--- src/rtl/evenodd_seq_ctrl.sv ---
// evenodd_seq_ctrl: emits even and/or odd values up to MAXV in a selectable
// order over a valid/ready handshake, for a fixed count or continuously.
module evenodd_seq_ctrl #(
  parameter int WIDTH = 4,
  parameter int MAXV  = 8
) (
  input  logic             clk,
  input  logic             rst,
  input  logic             start,
  input  logic             stop,
  input  logic             hold,
  input  logic [1:0]       mode,
  input  logic [3:0]       len,
  input  logic             q_ready,
  output logic [WIDTH-1:0] q,
  output logic             q_valid,
  output logic             busy,
  output logic             done
);

  typedef enum logic [1:0] {
    IDLE = 2'd0,
    RUN  = 2'd1,
    DONE = 2'd2
  } state_t;

  // Order encodings of the mode input.
  localparam logic [1:0] MODE_EVEN_ODD = 2'b00;
  localparam logic [1:0] MODE_ODD_EVEN = 2'b01;
  localparam logic [1:0] MODE_EVEN     = 2'b10;
  localparam logic [1:0] MODE_ODD      = 2'b11;

  localparam logic [WIDTH-1:0] MAX_EVEN = WIDTH'(MAXV);
  localparam logic [WIDTH-1:0] MAX_ODD  = WIDTH'(MAXV - 1);
  localparam logic [WIDTH-1:0] ONE      = WIDTH'(1);
  localparam logic [WIDTH-1:0] TWO      = WIDTH'(2);

  state_t           state;
  state_t           state_nxt;
  logic [1:0]       mode_r;      // order captured at start
  logic [3:0]       len_r;       // run length captured at start, 0 = endless
  logic [3:0]       cnt;         // values accepted so far in this run
  logic [3:0]       cnt_inc;
  logic             launch;      // start accepted this cycle
  logic             accept;      // handshake completes this cycle
  logic             last;        // this accept would complete a bounded run
  logic [WIDTH-1:0] q_first;
  logic [WIDTH-1:0] q_next;

  // First value of a run: odd-first orders begin at 1, even-first at 2.
  assign q_first = mode[0] ? ONE : TWO;

  // The run ends on the accept that brings the count up to a nonzero length.
  assign cnt_inc = cnt + 4'd1;
  assign last    = (len_r != 4'd0) && (cnt_inc == len_r);

  // Successor of q within the latched order, including the phase wraps.
  always_comb begin
    // NOTE: every always_comb output gets a default first so no path leaves
    // it unassigned, which would otherwise infer a latch.
    q_next = q + TWO;
    unique case (mode_r)
      MODE_EVEN_ODD,
      MODE_ODD_EVEN: begin
        // Both mixed orders swap phase at the top of each phase; they differ
        // only in which phase they start with.
        if (q == MAX_EVEN)     q_next = ONE;
        else if (q == MAX_ODD) q_next = TWO;
      end
      MODE_EVEN: if (q == MAX_EVEN) q_next = TWO;
      MODE_ODD:  if (q == MAX_ODD)  q_next = ONE;
      default:   q_next = q + TWO;
    endcase
  end

  // State register.
  always_ff @(posedge clk or posedge rst) begin
    // NOTE: sequential state uses non-blocking assignment so every register
    // samples pre-edge values regardless of statement order.
    if (rst) state <= IDLE;
    else     state <= state_nxt;
  end

  // Next-state and handshake outputs; stop outranks hold, hold outranks accept.
  always_comb begin
    state_nxt = state;
    q_valid   = 1'b0;
    busy      = 1'b0;
    done      = 1'b0;
    launch    = 1'b0;
    accept    = 1'b0;
    unique case (state)
      IDLE: begin
        if (start && !stop) begin
          launch    = 1'b1;
          state_nxt = RUN;
        end
      end
      RUN: begin
        busy    = 1'b1;
        q_valid = !hold && !stop;
        accept  = q_valid && q_ready;
        if (stop)                state_nxt = IDLE;
        else if (accept && last) state_nxt = DONE;
      end
      DONE: begin
        busy      = 1'b1;
        done      = 1'b1;
        state_nxt = IDLE;
      end
      default: state_nxt = IDLE;
    endcase
  end

  // Datapath: capture run settings on start, advance q and count on accept.
  // The final accept of a bounded run leaves q on the last accepted value,
  // and q keeps its value through DONE and IDLE.
  always_ff @(posedge clk or posedge rst) begin
    if (rst) begin
      q      <= '0;
      cnt    <= 4'd0;
      mode_r <= 2'b00;
      len_r  <= 4'd0;
    end else if (launch) begin
      q      <= q_first;
      cnt    <= 4'd0;
      mode_r <= mode;
      len_r  <= len;
    end else if (accept) begin
      cnt <= cnt_inc;
      if (!last) q <= q_next;
    end
  end

endmodule

--- config.mk ---
export PLATFORM = sky130hd
export DESIGN_NAME = evenodd_seq_ctrl
export DESIGN_NICKNAME = d
export VERILOG_FILES = /design/src/rtl/evenodd_seq_ctrl.sv
export SDC_FILE = /design/constraint.sdc
export NUM_CORES = 1
export LEC_CHECK = 0
export ABC_AREA = 1
export CORE_ASPECT_RATIO = 1.1
export CORE_UTILIZATION = 40
export DETAILED_ROUTE_END_ITERATION = 12
export GPL_ROUTABILITY_DRIVEN = 0
export PLACE_DENSITY_LB_ADDON = 0.2
export SYNTH_ARGS = -nofsm -noshare
export SYNTH_HDL_FRONTEND = slang
export SYNTH_SLANG_ARGS = --single-unit
--- constraint.sdc ---
create_clock -name clk -period 4 [get_ports clk]
set_input_delay 0.6 -clock clk [delete_from_list [all_inputs] [get_ports clk]]
set_output_delay 0.6 -clock clk [all_outputs]
set_load 0.1 [all_outputs]
==> flow_summary.json <==
{
  "ys_seq_area_share_pct": 39.80,
  "num_rows": 18,
  "die_area_mm2": 0.002720,
  "worst_pin_slew_ns": 0.9651,
  "fmax_mhz": 366.9,
  "drtAntennaViolNets": 0,
  "synth.distinct_cells": 17,
  "slew_violations": 0,
  "start_kind": "register",
  "num-fill-cells": 221,
  "status": "finished, final reports clean",
  "holdPathStages": 2,
  "multi_input_area_um2": 518.0,
  "fin_nets": 179,
  "synthSimpleGateAreaFrac_pct": 39.55,
  "port_buffers": 18,
  "rsz0062_at_grt": "no",
  "synthAdderAreaFrac_pct": 6.219,
  "synthTopCellsByArea": "dfrtp_1 40%, nand2_1 19%, nand3_1 9.5%",
  "regArea_um2": 400.4,
  "cts_buffer_depth": 2,
  "cts_tree": "built",
  "hp-class": "register to register",
  "min_period_over_period_pct": 68.14,
  "first_pass_iters": 4,
  "drt_first_iter_violations": 20,
  "pin_count": 19,
  "min_period_ns": 2.726,
  "synthTopCellsByCount": "50 x nand2_1, 19 x inv_1, 19 x nand3_1",
  "synth_seq_cells": 16,
  "synthFlopType": "dfrtp_1",
  "synth_xor_area_share_pct": 1.741,
  "fin_ws_ns": 1.274,
  "avgSynthCellArea_um2": 7.135,
  "diodes": 0,
  "ctsHtreeMaxLevel": 1,
  "reg2reg_depth": 7,
  "grt_pass1_vias": 852,
  "cts_setup_buffers": 0,
  "clock-sinks": 16,
  "clk_latency_ns": 0.29,
  "avgViaCountPerCell": 4.927,
  "layout-drive-gt1-share_pct": 6.211,
  "cap_violations": 0,
  "reg2reg_from": "state[1]",
  "chipHeight_um": 54.60,
  "numCtsBuffers": 3,
  "yosys.area.top_type": "dfrtp_1",
  "ctsResizeCount": 0,
  "grt_pass1_wl_um": 3463,
  "grtUsageTotal_pct": 17.40,
  "drcViolationCount": 0,
  "setup_tns_ns": 0,
  "synth.mux.area_fraction_pct": 0,
  "slew_headroom_pct": 35.46,
  "ys_warn_count": 0,
  "antenna_found_initial": 0,
  "grt_max_degree": 17,
  "crit_path_end_kind": "output pin",
  "syn_inst": 141,
  "worstHoldStart": "state[1]",
  "power_density_mw_per_mm2": 787.9,
  "worstPathRequired_ns": 3.40,
  "core-area_mm2": 0.002320,
  "dpl_worst_slack_ns": 1.599,
  "crit_type": "register to output pin",
  "cts_root_buf": "clkbuf_4",
  "synth_edf_count": 0,
  "ir_worst_vdd_mv": 0.5716,
  "r2r-end": "cnt[2]",
  "finalSetupViolCount": 0,
  "wl_per_cell_um": 10.65,
  "synth_nets": 158,
  "wirelength_um": 2034,
  "yosys.cell_count.top_type": "nand2_1",
  "start_util_pct": 43.37,
  "hold_viol": 0,
  "power_leakage_nw": 0.6678,
  "postCtsHoldBufs": 0,
  "synth_compound_area_share_pct": 3.980,
  "clk_pin_slew_ns": 0.10,
  "syn_area_mm2": 0.001006,
  "dp_hpwl_um": 1556,
  "synth_top_cell_area_share_pct": 39.80,
  "vias": 941,
  "areaGrowthSynthToFinish_pct": 23.38,
  "async_reset_ff_share_pct": 100.0,
  "die_w_um": 49.82,
  "r2r_setup_slack_ns": 2.04,
  "min_to": "state[1]",
  "cp.arrival_ns": 2.13,
  "finClkSkew_ns": 0.0009245,
  "grt-ovfl-total": 0,
  "synth_top_family_by_area": "simple AND/OR/NAND/NOR gates",
  "cp_max_fo": 3
}
## worst max path at each step
stage                       to      from  cells after the start
after CTS                 busy  state[1]                      3
after global placement    busy  state[0]                      3
final                     busy  state[0]                      3
after detailed placement  busy  state[1]                      3
after global routing      busy  state[0]                      3
after floorplan           q[2]      stop                      8
## metrics by stage
step	instances	power [mW]	hold WS [ns]	util [%]	instance area [um2]
5_1_grt	191	1.052	0.5396	53.51	1241
4_1_cts	191	0.9830	0.5135	53.51	1241
6_report	191	0.9780	0.5161	53.51	1241
2_1_floorplan	141	0.7560	0.4666	-	1006
3_5_place_dp	187	0.8695	0.4878	51.94	1205
3_3_place_gp	187	0.8634	0.4884	51.94	1205
## registers in the layout, summed over array words and instances, names as in the netlist
name,count
q,4
cnt,4
state,2
mode_r,2
len_r,4
## cell families (layout without fill, tap and decap cells)
group / count (synthesis) / after routing
simple gates: 89 / 89
buf+inv: 21 / 41
flops: 16 / 16
compound gates: 8 / 8
fa+ha+maj: 5 / 5
xor+xnor: 2 / 2
## power breakdown
group / switching, mW / internal, mW / leakage [nW] / total, mW
registers: 0.0648 / 0.223 / 0.208 / 0.288
logic: 0.419 / 0.162 / 0.439 / 0.580
clock network: 0.0542 / 0.0555 / 0.0210 / 0.110
total: 0.538 / 0.440 / 0.668 / 0.978
## layout by cell type (no fill, tap or decap), types with 2 or more instances in the layout
master            n
clkbuf_4          3
clkdlybuf4s50_1  17
dfrtp_1          16
ha_1              5
inv_1            19
nand2_1          50
nand3_1          19
nand3_2           2
nand4_1           6
nor2_1            9
o21ai_0           7
## routing by layer
| layer | vias up | GRT usage (%) | share of wire (%) |
|---|---|---|---|
| met1 | 426 | 20.27 | 49 |
| met2 | 21 | 30.63 | 47 |
| met3 | 4 | 3.333 | 3.4 |
| met4 | 0 | 9.524 | 1.2 |
| met5 | - | 0 | 0 |
| li1 | 490 | - | - |
## worst max-delay path: stages, from the launching register on
cell and delay (ns):
dfrtp_1 0.38, inv_1 0.07, ha_1 0.27, clkdlybuf4s50_1 1.12
## final cells by class
cell class,instances,area share (%)
multi-input combinational,104,41.73
sequential,16,32.26
timing repair buffer,18,14.31
inverter,19,5.746
tap,30,3.024
clock buffer,4,2.923
(Power assumes the default switching activity.)
